<file path="config.mk">
export PLATFORM = sky130hd
export DESIGN_NAME = uart_tx_fifo
export DESIGN_NICKNAME = d
export VERILOG_FILES = /design/src/rtl/uart_tx_fifo.sv
export SDC_FILE = /design/constraint.sdc
export NUM_CORES = 1
export LEC_CHECK = 0
export BUFFER_PORTS_ARGS = -buffer_cell sky130_fd_sc_hd__clkbuf_2
export CORE_MARGIN = 3
export CORE_UTILIZATION = 60
export CTS_CLUSTER_SIZE = 12
export DETAILED_ROUTE_END_ITERATION = 6
export PLACE_DENSITY_LB_ADDON = 0.3
export SYNTH_ARGS = -nofsm -noshare
export SYNTH_HDL_FRONTEND = slang
export SYNTH_SLANG_ARGS = --single-unit
</file>
<file path="constraint.sdc">
create_clock -name i_Clock -period 2.45 [get_ports i_Clock]
set_input_delay 0.245 -clock i_Clock [delete_from_list [all_inputs] [get_ports i_Clock]]
set_output_delay 0.245 -clock i_Clock [all_outputs]
set_load 0.01 [all_outputs]
</file>
<file path="src/rtl/uart_tx_fifo.sv">
// Byte-wide transmit FIFO feeding a UART transmitter through its DV/byte/done handshake.
// Define UART_TX_FIFO_STATUS_EN to add the o_level / o_overflow / i_clr_overflow status ports.
module uart_tx_fifo #(
  parameter int DEPTH  = 16,
  parameter int ADDR_W = 4
) (
  input  logic         i_Clock,
  input  logic         reset,
  input  logic         i_wr_en,
  input  logic [7:0]   i_wr_data,
  output logic         o_full,
  output logic         o_empty,
  output logic         o_busy,
  output logic         o_Tx_DV,
  output logic [7:0]   o_Tx_Byte,
`ifdef UART_TX_FIFO_STATUS_EN
  output logic [ADDR_W:0] o_level,
  output logic         o_overflow,
  input  logic         i_clr_overflow,
`endif
  input  logic         i_Tx_Done,
  input  logic         i_Tx_Active
);

  // state   | meaning
  // IDLE    | waiting for a queued byte and a quiet transmitter
  // REQ     | DV raised, byte held until the transmitter reports done
  // RELEASE | DV dropped, waiting for done to fall before the next pop
  typedef enum logic [1:0] {
    IDLE    = 2'd0,
    REQ     = 2'd1,
    RELEASE = 2'd2
  } state_t;

  localparam logic [ADDR_W:0] PTR_ONE = {{ADDR_W{1'b0}}, 1'b1};

  logic [7:0]      mem [DEPTH];
  logic [ADDR_W:0] wr_ptr;
  logic [ADDR_W:0] rd_ptr;
  state_t          state;
  logic            wr_fire;

  assign o_empty = (wr_ptr == rd_ptr);
  assign o_full  = (wr_ptr[ADDR_W-1:0] == rd_ptr[ADDR_W-1:0]) &&
                   (wr_ptr[ADDR_W] != rd_ptr[ADDR_W]);
  assign o_busy  = !o_empty || (state != IDLE);
  assign wr_fire = i_wr_en && !o_full;

  always_ff @(posedge i_Clock) begin
    if (wr_fire) begin
      mem[wr_ptr[ADDR_W-1:0]] <= i_wr_data;
    end
  end

  always_ff @(posedge i_Clock or negedge reset) begin
    if (!reset) begin
      wr_ptr <= '0;
    end else if (wr_fire) begin
      wr_ptr <= wr_ptr + PTR_ONE;
    end
  end

  // Pop only when the transmitter is neither mid-frame nor still signalling done,
  // which also covers this block being reset while the transmitter was not.
  always_ff @(posedge i_Clock or negedge reset) begin
    if (!reset) begin
      state     <= IDLE;
      rd_ptr    <= '0;
      o_Tx_DV   <= 1'b0;
      o_Tx_Byte <= 8'h00;
    end else begin
      case (state)
        IDLE: begin
          if (!o_empty && !i_Tx_Done && !i_Tx_Active) begin
            o_Tx_Byte <= mem[rd_ptr[ADDR_W-1:0]];
            rd_ptr    <= rd_ptr + PTR_ONE;
            o_Tx_DV   <= 1'b1;
            state     <= REQ;
          end
        end
        REQ: begin
          if (i_Tx_Done) begin
            o_Tx_DV <= 1'b0;
            state   <= RELEASE;
          end
        end
        RELEASE: begin
          o_Tx_DV <= 1'b0;
          if (!i_Tx_Done) begin
            state <= IDLE;
          end
        end
        default: begin
          o_Tx_DV <= 1'b0;
          state   <= IDLE;
        end
      endcase
    end
  end

`ifdef UART_TX_FIFO_STATUS_EN
  assign o_level = wr_ptr - rd_ptr;

  always_ff @(posedge i_Clock or negedge reset) begin
    if (!reset) begin
      o_overflow <= 1'b0;
    end else if (i_wr_en && o_full) begin
      o_overflow <= 1'b1;
    end else if (i_clr_overflow) begin
      o_overflow <= 1'b0;
    end
  end
`endif

endmodule

</file>
==> impl_metrics.tcl <==
set metrics [dict create \
    setup_violations 0 \
    critPathLaunchType "flip-flop" \
    die-area_um2 11200 \
    rsz0062_at_grt "false" \
    grtUsageMet3_pct 5.94 \
    gr-usage-met2_pct 35.3 \
    status "finished, final reports clean" \
    grtUsageTotal_pct 22.6 \
    yosys_most_used_dff "edfxtp_1" \
    post_drt_wl_per_cell_um 23.5 \
    globalRouteMet1Util_pct 32.3 \
    p_per_area_nw_per_um2 1200 \
    ys_ff_latch 149 \
    overflow 0 \
    area_growth_pct 14.0 \
    setup_ws_ns 0.293 \
    htreeDepth 4 \
    clock_skew_ns 0.00799 \
    endpoint_kind "output port" \
    clock_path_buffers 2 \
    yosysMostFrequentCell "edfxtp_1" \
    die_w_um 106 \
    synth_largest_area_cell "edfxtp_1" \
    cts_resized 0 \
    syn_inst 300 \
    tns_ns 0 \
    drive_gt1_share_pct 29.8 \
    hpwl_mm 7.14 \
    worst-path-max-fanout 8 \
    slowest_stage "dfrtp_1" \
    ant_nets 0 \
    cts_setup_buffers 0 \
    drt-total-wl_mm 11.3 \
    slew_viol_final 0 \
    cts_buffers 17 \
    grt_pass1_vias 3028 \
    io_buffers 24 \
    dr.pass1.iters 4 \
    rows 35 \
    synth_top_area_share_pct 64.3 \
    p_total_mw 8.18 \
    crit_type "reg2out" \
    syn_area_um2 5980 \
    cp_num_buf_inv 2 \
    ys_seq_area_share_pct 73.1 \
    hold_viol_final 0 \
    vdd_ir_drop_max_mv 0.639 \
    synth_common_cells "128 x edfxtp_1, 29 x mux4_2, 21 x dfrtp_1" \
    yosysWarnings 0 \
    max_slew_margin_pct 37.2 \
    cp_top_family "flip-flops" \
    grt-busiest-layer "met2" \
    vias_per_cell 6.08 \
    cts_sinks 149 \
    synth_edf_count 128 \
    num_antenna_cells 0 \
    first_iter_violations 215 \
    path_clk_slew_ns 0.06 \
    dp_slack_ns 0.359 \
    via_count 2924 \
    r2r_slack_ns 0.32 \
    cp_cell_sequence "xnor2_1 -> nand4_2 -> buf_4 -> nor2_1 -> nand2_1 -> clkbuf_2" \
    fmax_mhz 464 \
    tritoncts "yes" \
    avgSynthCellArea_um2 19.9 \
    crit_required_ns 2.20 \
    drc_errors 0 \
    final_nets 357 \
    syn_nets 318 \
    post-route-period-util_pct 88.0 \
    cp.arrival_ns 1.91 \
    hold_class "in2reg" \
    insertion_delay_ns 0.52 \
    synthTopCellsByArea "edfxtp_1 64%, mux4_2 11%, dfrtp_1 8.8%" \
    start_util_pct 63.2 \
    cts-root-buf "clkbuf_8" \
    drv_cap 0 \
    die_h_um 106 \
    gp_congestion 0.763 \
    antenna_found_initial 0 \
    cts_hold_buf 2 \
    grt_first_pass_wirelength_mm 18.1 \
    core-area_um2 9460 \
    max_stage_delay_ns 0.47 \
    async_flop_share_pct 14.1 \
    tightest_slew_ns 0.939 \
    synth_cell_types 30 \
    period_minus_slack_ns 2.16 \
    p_leak_nw 2.41 \
    grt_max_degree 22 \
    pin_count 25 \
]
-- final cells by class --
| cell class | instances | area [um2] |
|---|---|---|
| Sequential cell | 149 | 4370 |
| Fill cell | 582 | 2640 |
| Multi-Input combinational cell | 131 | 1480 |
| Clock buffer | 20 | 425 |
| Timing Repair Buffer | 36 | 215 |
| Tap cell | 129 | 161 |
| Clock inverter | 12 | 154 |
| Inverter | 4 | 15.0 |
-- metal layers --
layer	share of wire, %	routed length, um
met1	41	4650
met5	0	0
met3	7.6	858
met4	0.86	97
met2	50	5700
-- worst paths after layout --
kind,startpoint,end,depth (start not counted)
setup / recovery,wr_ptr[2],o_busy,6
hold / removal,i_wr_en,wr_ptr[3],3
setup reg to reg,rd_ptr[4],mem[9][3],3
hold reg to reg,o_Tx_Byte[2],o_Tx_Byte[2],1
max in group asynchronous,reset,rd_ptr[0],2
min in group asynchronous,reset,wr_ptr[1],2
-- worst min-delay path, cell delays in order --
cell,delay (ns)
clkbuf_2,0.11
o211ai_1,0.11
xnor2_1,0.08
-- report_power, final --
group | internal (mW) | switching, mW
registers | 3.16 | 0.253
logic | 1.07 | 1.19
clock network | 1.55 | 0.957
total | 5.78 | 2.40
-- sequential cells by signal, summed over array words and instances (netlist names) --
signal,cells
mem,128
o_Tx_Byte,8
o_Tx_DV,1
rd_ptr,5
state,2
wr_ptr,5
-- layout by cell type, fill, tap and decap left out, types with 3 or more instances in the layout --
master	n
a22oi_1	16
and2_1	4
and3_1	14
buf_4	10
bufinv_16	3
clkbuf_1	3
clkbuf_16	16
clkbuf_2	24
dfrtp_1	20
edfxtp_1	128
ha_1	5
inv_1	4
mux2_2	10
mux4_1	3
mux4_2	29
nand2_1	11
nor2_1	6
nor2b_1	6
o211ai_1	4
xnor2_1	13
-- metrics by stage --
step | instance area (um2) | std cells | utilization, % | hold slack, ns
after floorplan | 5980 | 300 | - | -0.0506
after global placement | 6220 | 447 | 65.7 | 0.248
after detailed placement | 6220 | 447 | 65.7 | 0.246
after CTS | 6820 | 481 | 72.1 | 0.0579
after global routing | 6820 | 481 | 72.1 | 0.0935
final | 6820 | 481 | 72.1 | 0.0770
-- cells by family after synthesis --
logic type | Yosys count | share of synthesized area [%]
AND/OR/NAND/NOR | 44 | 4.08
buffers and inverters | 20 | 2.24
flip-flops | 149 | 73.1
XOR/XNOR | 15 | 2.20
adder cells (fa/ha/maj) | 5 | 1.05
multiplexers | 42 | 14.1
AO/OA/AOI/OAI | 25 | 3.22
No activity file was read; power rests on OpenSTA's default activity.
